`src/rtl/usb_cdc_byte_fifo.sv`:
```
// First-word-fall-through byte FIFO with level, threshold and error flags.
// Shared by the CDC RX and TX paths of usb_cdc_wrapper.
module usb_cdc_byte_fifo #(
    parameter int DW = 8,
    parameter int AW = 4
) (
    input  logic          clk,
    input  logic          rst,
    input  logic          flush,
    input  logic          wr,
    input  logic [DW-1:0] wdata,
    input  logic          rd,
    output logic [DW-1:0] rdata,
    output logic [AW-1:0] level,
    input  logic [AW-1:0] th,
    output logic          full,
    output logic          empty,
    output logic          level_above,
    output logic          level_below,
    output logic          overflow,
    output logic          underflow
);

    localparam logic [AW-1:0] MAXL = '1;
    localparam logic [AW-1:0] ONE  = AW'(1);

    logic [DW-1:0] r_mem [2**AW];
    logic [AW-1:0] r_wr_ptr;
    logic [AW-1:0] r_rd_ptr;
    logic [AW-1:0] r_level;
    logic          r_ovf;
    logic          r_unf;

    logic w_full;
    logic w_empty;
    logic w_wr_acc;
    logic w_rd_acc;

    assign w_full   = (r_level == MAXL);
    assign w_empty  = (r_level == '0);
    // A pop frees the slot in the same edge, so a full FIFO still takes a push.
    assign w_wr_acc = wr & (~w_full | rd) & ~flush;
    assign w_rd_acc = rd & ~w_empty & ~flush;

    always_ff @(posedge clk) begin
        if (w_wr_acc)
            r_mem[r_wr_ptr] <= wdata;
    end

    always_ff @(posedge clk or posedge rst) begin
        if (rst) begin
            r_wr_ptr <= '0;
            r_rd_ptr <= '0;
            r_level  <= '0;
            r_ovf    <= 1'b0;
            r_unf    <= 1'b0;
        end else if (flush) begin
            r_wr_ptr <= '0;
            r_rd_ptr <= '0;
            r_level  <= '0;
            r_ovf    <= 1'b0;
            r_unf    <= 1'b0;
        end else begin
            r_ovf <= wr & w_full & ~rd;
            r_unf <= rd & w_empty;
            if (w_wr_acc)
                r_wr_ptr <= r_wr_ptr + ONE;
            if (w_rd_acc)
                r_rd_ptr <= r_rd_ptr + ONE;
            case ({w_wr_acc, w_rd_acc})
                2'b10:   r_level <= r_level + ONE;
                2'b01:   r_level <= r_level - ONE;
                default: r_level <= r_level;
            endcase
        end
    end

    assign rdata       = w_empty ? '0 : r_mem[r_rd_ptr];
    assign level       = r_level;
    assign full        = w_full;
    assign empty       = w_empty;
    assign level_above = (r_level > th);
    assign level_below = (r_level < th);
    assign overflow    = r_ovf;
    assign underflow   = r_unf;

endmodule

```
`config.mk`:
```
export PLATFORM = sky130hd
export DESIGN_NAME = usb_cdc_byte_fifo
export DESIGN_NICKNAME = d
export VERILOG_FILES = /design/src/rtl/usb_cdc_byte_fifo.sv
export SDC_FILE = /design/constraint.sdc
export NUM_CORES = 1
export LEC_CHECK = 0
export ABC_CLOCK_PERIOD_IN_PS = 3300
export CORE_MARGIN = 1
export CORE_UTILIZATION = 51
export CTS_CLUSTER_SIZE = 10
export DETAILED_ROUTE_END_ITERATION = 8
export PLACE_DENSITY = 0.7
export SYNTH_ARGS = -nofsm -noshare
export SYNTH_HDL_FRONTEND = slang
export SYNTH_SLANG_ARGS = --single-unit
```
`constraint.sdc`:
```
create_clock -name clk -period 3.3 [get_ports clk]
set_clock_uncertainty 0.1 [all_clocks]
set_input_delay 0.825 -clock clk [delete_from_list [all_inputs] [get_ports clk]]
set_output_delay 0.825 -clock clk [all_outputs]
set_load 0.05 [all_outputs]
```
==> metrics.cfg, run 1 <==
[run_status]
outcome = complete, no violations

[cells_and_area]
multi_input_area_um2 = 1630
final_common_cell = edfxtp_1
area_growth_pct = 23.2
seq_area_um2 = 4200
drive_above_1_share_pct = 26.2
mostFrequentLayoutCells = 128 x edfxtp_1, 32 x mux4_2, 27 x buf_4
postLayoutCoreUtil_pct = 64.2
nNetsFinal = 419
fillers = 795
num_antenna_cells = 0

[timing]
rsz0062_at_grt = no
fin_crit_sh_pct = 97.1
finalSetupTns_ns = 0
hold_viol = 0
setup_ws_ns = 0.0955
fmax_ghz = 0.312
worst_pin_slew_ns = 0.564
post-route-min-period_ns = 3.20
setup_viol = 0
maxSlewHeadroom_pct = 62.3
finalMaxSlewViolations = 0

[synth]
synth_fp_nets = 356
yosysSeqAreaShare_pct = 70.7
synthCells = 328
yosys.area_share.simple_pct = 4.64
syn_avg_cell_area_um2 = 18.1
yosys.cell_types.count = 39
synthMuxAreaShare_pct = 15.4
ys_warn_count = 0
synth_area_um2 = 5930
synthXorXnorAreaFrac_pct = 1.18
synth-seq-cells = 142
synth_compound_area_share_pct = 3.55
yosys.area_share.adder_pct = 2.32
synth_top_family_by_area = multiplexers

[global_routing]
grt_overflow = 0
grt_pass1_wl_um = 17300
grt_pass1_vias = 3246
grt_max_degree = 19
grt_use_total_pct = 20.8
antenna_found_initial = 0

[cts]
cts_setup_buffers = 0
clock-sinks = 142
cts_tree = yes
cts_root_buffer = clkbuf_16
clkTransAtPathRegs_ns = 0.06
htree_levels = 4
cts_buffers = 17
max-clock-path-buffers = 2
clk_latency_ns = 0.41

[setup_path]
critPathSlowestCell = clkdlybuf4s50_1
r2r_start = level[3]
critical_path.cell_chain = clkdlybuf4s50_1 > inv_1 > ha_1 > o21a_1 > o21a_1 > o21a_1 > buf_6
path_buf_inv = 3
crit_family = buffers and inverters
crit_required_ns = 2.37
crit_top_cell = o21a_1
critPathMaxStageDelay_ns = 0.46
worstPathArrival_ns = 2.28
r2r_end = level[3]
end_kind = output port
crit_type = in2out
cp_max_fo = 2
rr_worst_depth = 7
cp-start-kind = input pin
reg2reg_slack_ns = 0.60

[pwr]
p_per_area_nw_per_um2 = 655
power_mw = 4.78
p_leak_nw = 2.47
max-vdd-ir-drop_uv = 354

[min_path]
min_to = r_wr_ptr[1]
hp-start = r_wr_ptr[1]
holdPathStages = 2
worstHoldPathType = reg2reg

[floorplan]
coreArea_um2 = 11400
start_util_pct = 52.1
die_area_um2 = 12100
die_h_um = 110
io-pin-count = 35
fp.dieW_um = 110
placementRows = 39

[routing]
drtIter0Drc = 210
drt-total-wl_um = 11000
drc_errors = 0
wire_per_inst_um = 20.2
postRouteAntennaNets = 0
viasPerCell = 5.69
via_count = 3114
firstDrtPassIters = 4

[run]
cap_violations = 0

[place]
post-place-ws_ns = -0.0835
portBuffers = 34
gp_congestion = 0.801
hpwl_um = 7100

cells by family (layout without fill, tap and decap cells):
| family | after synthesis | in the layout |
|---|---|---|
| and+or+nand+nor | 57 | 57 |
| AOI/OAI and AO/OA | 30 | 30 |
| DFF | 142 | 142 |
| xor gates and xnor gates | 8 | 8 |
| muxes | 51 | 51 |
| buffers and inverters | 29 | 105 |
| adders and majority gates | 11 | 11 |
cell usage after synthesis (all sizes together):
cell / count / share of area, %
a211oi: 1 / 0.21
a21bo: 1 / 0.17
a21boi: 1 / 0.13
a21o: 1 / 0.13
a21oi: 4 / 0.34
a31oi: 1 / 0.11
and2: 1 / 0.11
and3: 1 / 0.11
buf: 9 / 0.91
clkbuf: 10 / 0.63
dfrtp: 14 / 5.9
edfxtp: 128 / 65
ha: 11 / 2.3
inv: 10 / 0.63
mux2: 1 / 0.19
mux2i: 18 / 3.0
mux4: 32 / 12
nand2: 8 / 0.51
nand2b: 5 / 0.53
nand3: 2 / 0.17
nand4: 3 / 0.32
nand4b: 2 / 0.30
nor2: 23 / 1.5
nor2b: 2 / 0.21
nor3: 7 / 0.59
nor3b: 1 / 0.13
o211ai: 2 / 0.25
o21a: 3 / 0.38
o21ai: 4 / 0.34
o22a: 1 / 0.15
o22ai: 10 / 1.2
o41a: 1 / 0.19
or3: 1 / 0.11
or4: 1 / 0.13
xnor2: 2 / 0.30
xor2: 6 / 0.89
state kept, by name (all words and copies together) (netlist names):
signal     cells
r_rd_ptr       4
level          4
overflow       1
r_mem        128
r_wr_ptr       4
underflow      1
worst max-delay path by stage:
stage | startpoint | endpoint | slack [ns] | cells after the start
floorplan | th[1] | level_below | 0.16 | 6
global placement | th[1] | level_above | -0.007 | 8
detailed placement | th[1] | level_below | -0.08 | 8
CTS | th[1] | level_above | 0.02 | 8
global route | r_rd_ptr[0] | rdata[0] | 0.02 | 5
finish | th[2] | level_above | 0.1 | 7
stage by stage:
stage	instances	instance area [um2]	hold slack [ns]
2_1_floorplan	328	5930	0.438
3_3_place_gp	515	6700	0.493
3_5_place_dp	515	6700	0.497
4_1_cts	547	7290	0.518
5_1_grt	547	7300	0.579
6_report	547	7300	0.523
power breakdown:
| group | switching [mW] | leakage [nW] | internal [mW] |
|---|---|---|---|
| Combinational | 0.485 | 0.856 | 0.428 |
| Clock | 0.681 | 0.271 | 1.17 |
| Sequential | 0.0270 | 1.34 | 1.99 |
| Total | 1.19 | 2.47 | 3.59 |
metal layers:
metal	vias to the layer above	share of wire (%)	global-route usage, %
li1	1431	-	-
met3	18	3.9	5.87
met1	1581	44	26.6
met4	0	1.7	8.86
met5	-	0	0
met2	84	50	33.5
what timing repair did:
| action | in CTS | in global routing |
|---|---|---|
| cloned | 0 | 0 |
| pin swaps | 0 | 2 |
| hold buffers | 0 | 0 |
| gates resized for setup | 3 | 4 |
| setup endpoints to repair | 2 | 4 |
tightest hold or removal path, cell delays in order (launching register included):
cell and delay (ns):
dfrtp_1 0.41, mux2i_1 0.10, nor2_1 0.07
cell type report:
| class | instances | area share, % |
|---|---|---|
| clock inverters | 14 | 2.04 |
| well taps | 143 | 2.45 |
| flip-flops and latches | 142 | 57.5 |
| inverters | 10 | 0.514 |
| multi-input cells | 157 | 22.3 |
| clock buffers | 18 | 5.88 |
| repair buffers | 63 | 9.41 |
(Power assumes the default switching activity.)
==> inputs of run 2 (changes only) <==
--- a/config.mk
+++ b/config.mk
@@ -11,6 +11,8 @@
 export CTS_CLUSTER_SIZE = 10
 export DETAILED_ROUTE_END_ITERATION = 8
 export PLACE_DENSITY = 0.7
+export SETUP_SLACK_MARGIN = 0.3
+export SLEW_MARGIN = 20
 export SYNTH_ARGS = -nofsm -noshare
 export SYNTH_HDL_FRONTEND = slang
 export SYNTH_SLANG_ARGS = --single-unit
==> run 2 against run 1 <==
  * Worst setup slack improved by 0.095 ns
  * Clock-buffer cell count rose by 1
  * Via count rose by 4.4%
  * First-iteration DRC count rose by 18%
  * Flip-flop and latch count did not move
  * Largest power group is now clock
==> metrics.cfg, run 2 (same netlist as run 1, synthesis figures left out) <==
[run_status]
outcome = complete, no violations

[timing]
fmax_ghz = 0.322  ; +3.1%
fin_hold_ws_ns = 0.517  ; -0.00555 ns
rsz0062_at_grt = yes
hold_viol = 0  ; unchanged
maxSlewHeadroom_pct = 62.5  ; +0.18 points
setup_viol = 0  ; unchanged
worst_pin_slew_ns = 0.562  ; -0.00275 ns
finalMaxSlewViolations = 0  ; unchanged
post-route-min-period_ns = 3.11  ; -0.0952 ns
fin_crit_sh_pct = 94.2  ; -2.9 points

[global_routing]
antenna_found_initial = 0  ; unchanged
grt_pass1_vias = 3440  ; +6.0%
grt_max_degree = 33  ; +14
grt_overflow = 0  ; unchanged
grt_use_total_pct = 22.7  ; +1.9 points
grt_pass1_wl_um = 18800  ; +8.4%

[setup_path]
critical_path.cell_chain = buf_6 > buf_4 > mux4_2 > mux2i_1 > o22ai_2 > buf_12
end_kind = output port
crit_required_ns = 2.37  ; about the same
r2r_start = level[3]
crit_type = reg2out
r2r_end = level[3]
reg2reg_slack_ns = 0.73  ; +0.13 ns
cp_max_fo = 3  ; +1
cp-startpoint = r_rd_ptr[0]
critPathSlowestCell = mux4_2
rr_worst_depth = 7  ; unchanged
critPathMaxStageDelay_ns = 0.50  ; +0.04 ns
cp-start-kind = register
worstPathArrival_ns = 2.18  ; -0.10 ns

[cells_and_area]
num_antenna_cells = 0  ; unchanged
largest_reg_flops = 128  ; unchanged
multi_input_area_um2 = 1730  ; +6.7%
seq_area_um2 = 4200  ; unchanged
nNetsFinal = 430  ; +2.6%
mostFrequentLayoutCells = 128 x edfxtp_1, 32 x mux4_2, 28 x buf_4
layout.cells.non_filler = 558  ; +2.0%
drive_above_1_share_pct = 33.7  ; +7.5 points
area_growth_pct = 28.6
final_common_cell = edfxtp_1
largest_register = r_mem
fillers = 741  ; -6.8%

[place]
portBuffers = 34  ; unchanged
hpwl_um = 7260  ; +2.3%
gp_congestion = 0.809  ; +0.91%
dp_cells = 514  ; -0.19%

[pwr]
max-vdd-ir-drop_uv = 444  ; +25%
p_per_area_nw_per_um2 = 675  ; +3.1%
p_leak_nw = 2.61  ; +5.5%

[cts]
clkTransAtPathRegs_ns = 0.06  ; about the same
max-clock-path-buffers = 2  ; unchanged
cts_root_buffer = clkbuf_16
cts_tree = yes
clock-sinks = 142  ; unchanged
holdBufCountCts = 0  ; unchanged
cts_buffers = 17  ; unchanged
htree_levels = 4  ; unchanged
clk_latency_ns = 0.41  ; about the same

[routing]
wire_per_inst_um = 22.0  ; +9.0%
drt-total-wl_um = 12300  ; +11%
via_count = 3250  ; +4.4%
drc_errors = 0  ; unchanged
drtIter0Drc = 247  ; +18%
postRouteAntennaNets = 0  ; unchanged
viasPerCell = 5.82  ; +2.3%
firstDrtPassIters = 5  ; +1

[run]
cap_violations = 0  ; unchanged

[floorplan]
die_area_um2 = 12100  ; unchanged
coreArea_um2 = 11400  ; unchanged
start_util_pct = 52.1  ; unchanged
fp.dieW_um = 110  ; unchanged
placementRows = 39  ; unchanged
io-pin-count = 35  ; unchanged
die_h_um = 110  ; unchanged

[min_path]
hp-start = r_rd_ptr[2]
min_to = r_rd_ptr[2]
worstHoldPathType = reg2reg
holdPathStages = 2  ; unchanged

## run 2: area by class of cell
type	count	share of cell area, %
well taps	143	2.35
clock inverters	13	2.56
flip-flops and latches	142	55.0
multi-input cells	157	22.7
inverters	10	0.492
repair buffers	74	11.2
clock buffers	19	5.68
## run 2: power breakdown
group	leakage (nW)	internal, mW	switching (mW)
Combinational	0.965	0.559	0.558
Sequential	1.34	1.99	0.0194
Clock	0.298	1.33	0.691
Total	2.61	3.88	1.27
## run 2: metrics by stage
stage	TNS (ns)	power, mW	utilization, %	setup WS (ns)	instance area (um2)
floorplan	0	2.62	-	0.213	5930
global placement	-0.0218	2.96	58.9	-0.0218	6690
detailed placement	-0.0300	2.96	58.9	-0.0300	6690
CTS	0	5.16	66.8	0.183	7600
global route	0	5.31	67.1	0.114	7630
finish	0	5.15	67.1	0.191	7630
## run 2: repair_timing
item                                   in CTS  in global routing
setup buffers                              10                  0
pin swaps                                   7                  5
endpoints found under the hold margin       0                  0
setup endpoints to repair                  11                  9
cloned                                      2                  0
resized for setup                          32                  9
## run 2: worst max path at each step
stage,endpoint,slack (ns)
6_report,rdata[5],0.19
3_5_place_dp,level_above,-0.03
5_1_grt,rdata[5],0.11
4_1_cts,rdata[6],0.18
2_1_floorplan,rdata[0],0.21
3_3_place_gp,level_above,-0.02
## run 2: metal layers
| layer | up-vias | part of all wire (%) | global-route usage [%] | wire length [um] |
|---|---|---|---|---|
| met4 | 0 | 1.9 | 7.71 | 236 |
| met3 | 20 | 6.5 | 6.22 | 797 |
| li1 | 1452 | - | - | - |
| met1 | 1644 | 39 | 28.4 | 4780 |
| met2 | 134 | 53 | 38.3 | 6460 |
| met5 | - | 0 | 0 | 0 |
## run 2: critical path: cells and delay by family (launching register included)
kind | cells | cell delay [ns]
buffers and inverters | 3 | 0.44
muxes | 2 | 0.77
DFF | 1 | 0.39
AOI/OAI and AO/OA | 1 | 0.17
==> inputs of run 3 (changes only) <==
--- a/config.mk
+++ b/config.mk
@@ -10,7 +10,8 @@
 export CORE_UTILIZATION = 51
 export CTS_CLUSTER_SIZE = 10
 export DETAILED_ROUTE_END_ITERATION = 8
-export PLACE_DENSITY = 0.7
+export DONT_BUFFER_PORTS = 1
+export PLACE_DENSITY = 0.66
 export SETUP_SLACK_MARGIN = 0.3
 export SLEW_MARGIN = 20
 export SYNTH_ARGS = -nofsm -noshare
==> run 3 against run 2 <==
  * Final area down 8.9%
  * Maximum frequency is 0.45% higher
  * Core utilization down 6.0 points
  * Combinational power decreased by 28%
  * Register-to-register slack lost 0.26 ns
  * Critical path depth down 1
  * First-iteration DRC count is 15% lower
  * Largest power group is now sequential cells
==> metrics.cfg, run 3 (same netlist as run 1, synthesis figures left out) <==
[run_status]
outcome = complete, no violations

[timing]
setup_ws_ns = 0.205  ; +0.0140 ns
setup_viol = 0  ; unchanged
fmax_ghz = 0.323  ; +0.45%
fin_hold_ws_ns = 0.248  ; -0.269 ns
finalSetupTns_ns = 0  ; unchanged
worst_pin_slew_ns = 0.580  ; +0.0181 ns
fin_crit_sh_pct = 93.8  ; -0.43 points
rsz0062_at_grt = yes
maxSlewHeadroom_pct = 61.2  ; -1.3 points
hold_viol = 0  ; unchanged
finalMaxSlewViolations = 0  ; unchanged
post-route-min-period_ns = 3.10  ; -0.0140 ns

[global_routing]
grt_overflow = 0  ; unchanged
antenna_found_initial = 0  ; unchanged
grt_pass1_vias = 3134  ; -8.9%
grt_use_total_pct = 21.0  ; -1.8 points
grt_max_degree = 30  ; -9.1%
grt_pass1_wl_um = 17400  ; -7.5%

[routing]
via_count = 3037  ; -6.6%
drt-total-wl_um = 11500  ; -6.1%
drc_errors = 0  ; unchanged
drtIter0Drc = 211  ; -15%
viasPerCell = 5.83  ; about the same
wire_per_inst_um = 22.1  ; +0.60%
firstDrtPassIters = 4  ; -1
postRouteAntennaNets = 0  ; unchanged

[cts]
clk_latency_ns = 0.41  ; about the same
htree_levels = 4  ; unchanged
holdBufCountCts = 0  ; unchanged
cts_tree = yes
cts_buffers = 17  ; unchanged
max-clock-path-buffers = 2  ; unchanged
clock-sinks = 142  ; unchanged
cts_root_buffer = clkbuf_16
clkTransAtPathRegs_ns = 0.06  ; about the same

[setup_path]
r2r_start = level[1]
crit_family = multiplexers
worstPathArrival_ns = 2.17  ; about the same
critPathSlowestCell = mux4_2
cp_max_fo = 15  ; +12
end_kind = output port
crit_type = reg2out
cp-start-kind = register
crit_required_ns = 2.37  ; about the same
critPathMaxStageDelay_ns = 0.53  ; +0.03 ns
path_buf_inv = 2  ; -1
cp-startpoint = r_rd_ptr[0]
critical_path.cell_chain = buf_12 > mux4_2 > mux2i_2 > o22ai_1 > buf_4

[floorplan]
die_h_um = 110  ; unchanged
start_util_pct = 52.1  ; unchanged
fp.dieW_um = 110  ; unchanged
placementRows = 39  ; unchanged
die_area_um2 = 12100  ; unchanged
coreArea_um2 = 11400  ; unchanged
io-pin-count = 35  ; unchanged

[cells_and_area]
design_area_um2 = 6950  ; -8.9%
fillers = 804  ; +8.5%
postLayoutCoreUtil_pct = 61.1  ; -6.0 points
final_common_cell = edfxtp_1
mostFrequentLayoutCells = 128 x edfxtp_1, 33 x buf_4, 32 x mux4_2
nNetsFinal = 393  ; -8.6%
layout.cells.non_filler = 521  ; -6.6%
drive_above_1_share_pct = 29.6  ; -4.1 points
area_growth_pct = 17.2
num_antenna_cells = 0  ; unchanged
largest_reg_flops = 128  ; unchanged
largest_register = r_mem

[place]
placed_area_um2 = 6280  ; -6.2%
hpwl_um = 7100  ; -2.1%
portBuffers = 0  ; -100%
post-place-ws_ns = 0.418  ; +0.448 ns
gp_congestion = 0.781  ; -3.4%
dp_cells = 485  ; -5.6%

[run]
cap_violations = 0  ; unchanged

[pwr]
p_leak_nw = 2.35  ; -9.9%
p_per_area_nw_per_um2 = 663  ; -1.9%
max-vdd-ir-drop_uv = 349  ; -21%
power_mw = 4.60  ; -11%

[min_path]
worstHoldPathType = in2async

-- run 3: repair_timing --
item / 4_1_cts / 5_1_grt
buffers inserted: 2 / 0
setup endpoints to repair: 9 / 9
pin swaps: 2 / 0
gates cloned: 2 / 0
resized for setup: 8 / 1
hold endpoints to repair: 0 / 0
-- run 3: power breakdown --
group	switching [mW]	internal [mW]	total, mW
Combinational	0.456	0.350	0.806
Sequential	0.0265	1.99	2.02
Clock	0.735	1.04	1.78
Total	1.22	3.38	4.60
-- run 3: final cells by class --
cell class | count | area, um2 | area share (%)
Clock buffer | 17 | 425 | 6.12
Clock inverter | 15 | 135 | 1.95
Inverter | 10 | 37.5 | 0.540
Multi-Input combinational cell | 157 | 1630 | 23.5
Sequential cell | 142 | 4200 | 60.4
Tap cell | 143 | 179 | 2.58
Timing Repair Buffer | 37 | 343 | 4.94
-- run 3: worst register-to-register path: stages, from the launching register on --
cell and delay, ns:
dfrtp_1 0.40, buf_4 0.23, nand4_1 0.22, inv_1 0.27
a21oi_1 0.38, nand2_1 0.18, nor2_1 0.49, buf_4 0.27
-- run 3: per-layer routing --
layer / GRT usage (%) / up-vias / wire (um)
met3: 5.81 / 8 / 775
li1: - / 1372 / -
met1: 27.2 / 1547 / 4750
met2: 34.9 / 110 / 5920
met4: 5.43 / 0 / 95
met5: 0 / - / 0
-- run 3: worst paths after layout --
| check | endpoint | slack, ns | cells after the start |
|---|---|---|---|
| worst max-delay path | rdata[0] | 0.20 | 5 |
| worst min-delay path | r_wr_ptr[0] | 0.25 | 1 |
| worst max register to register | r_mem[8][7] | 0.47 | 7 |
| worst min register to register | r_wr_ptr[1] | 0.51 | 2 |
| max in group asynchronous | r_rd_ptr[0] | 2.46 | 1 |
| min in group clk | r_rd_ptr[0] | 0.38 | 1 |
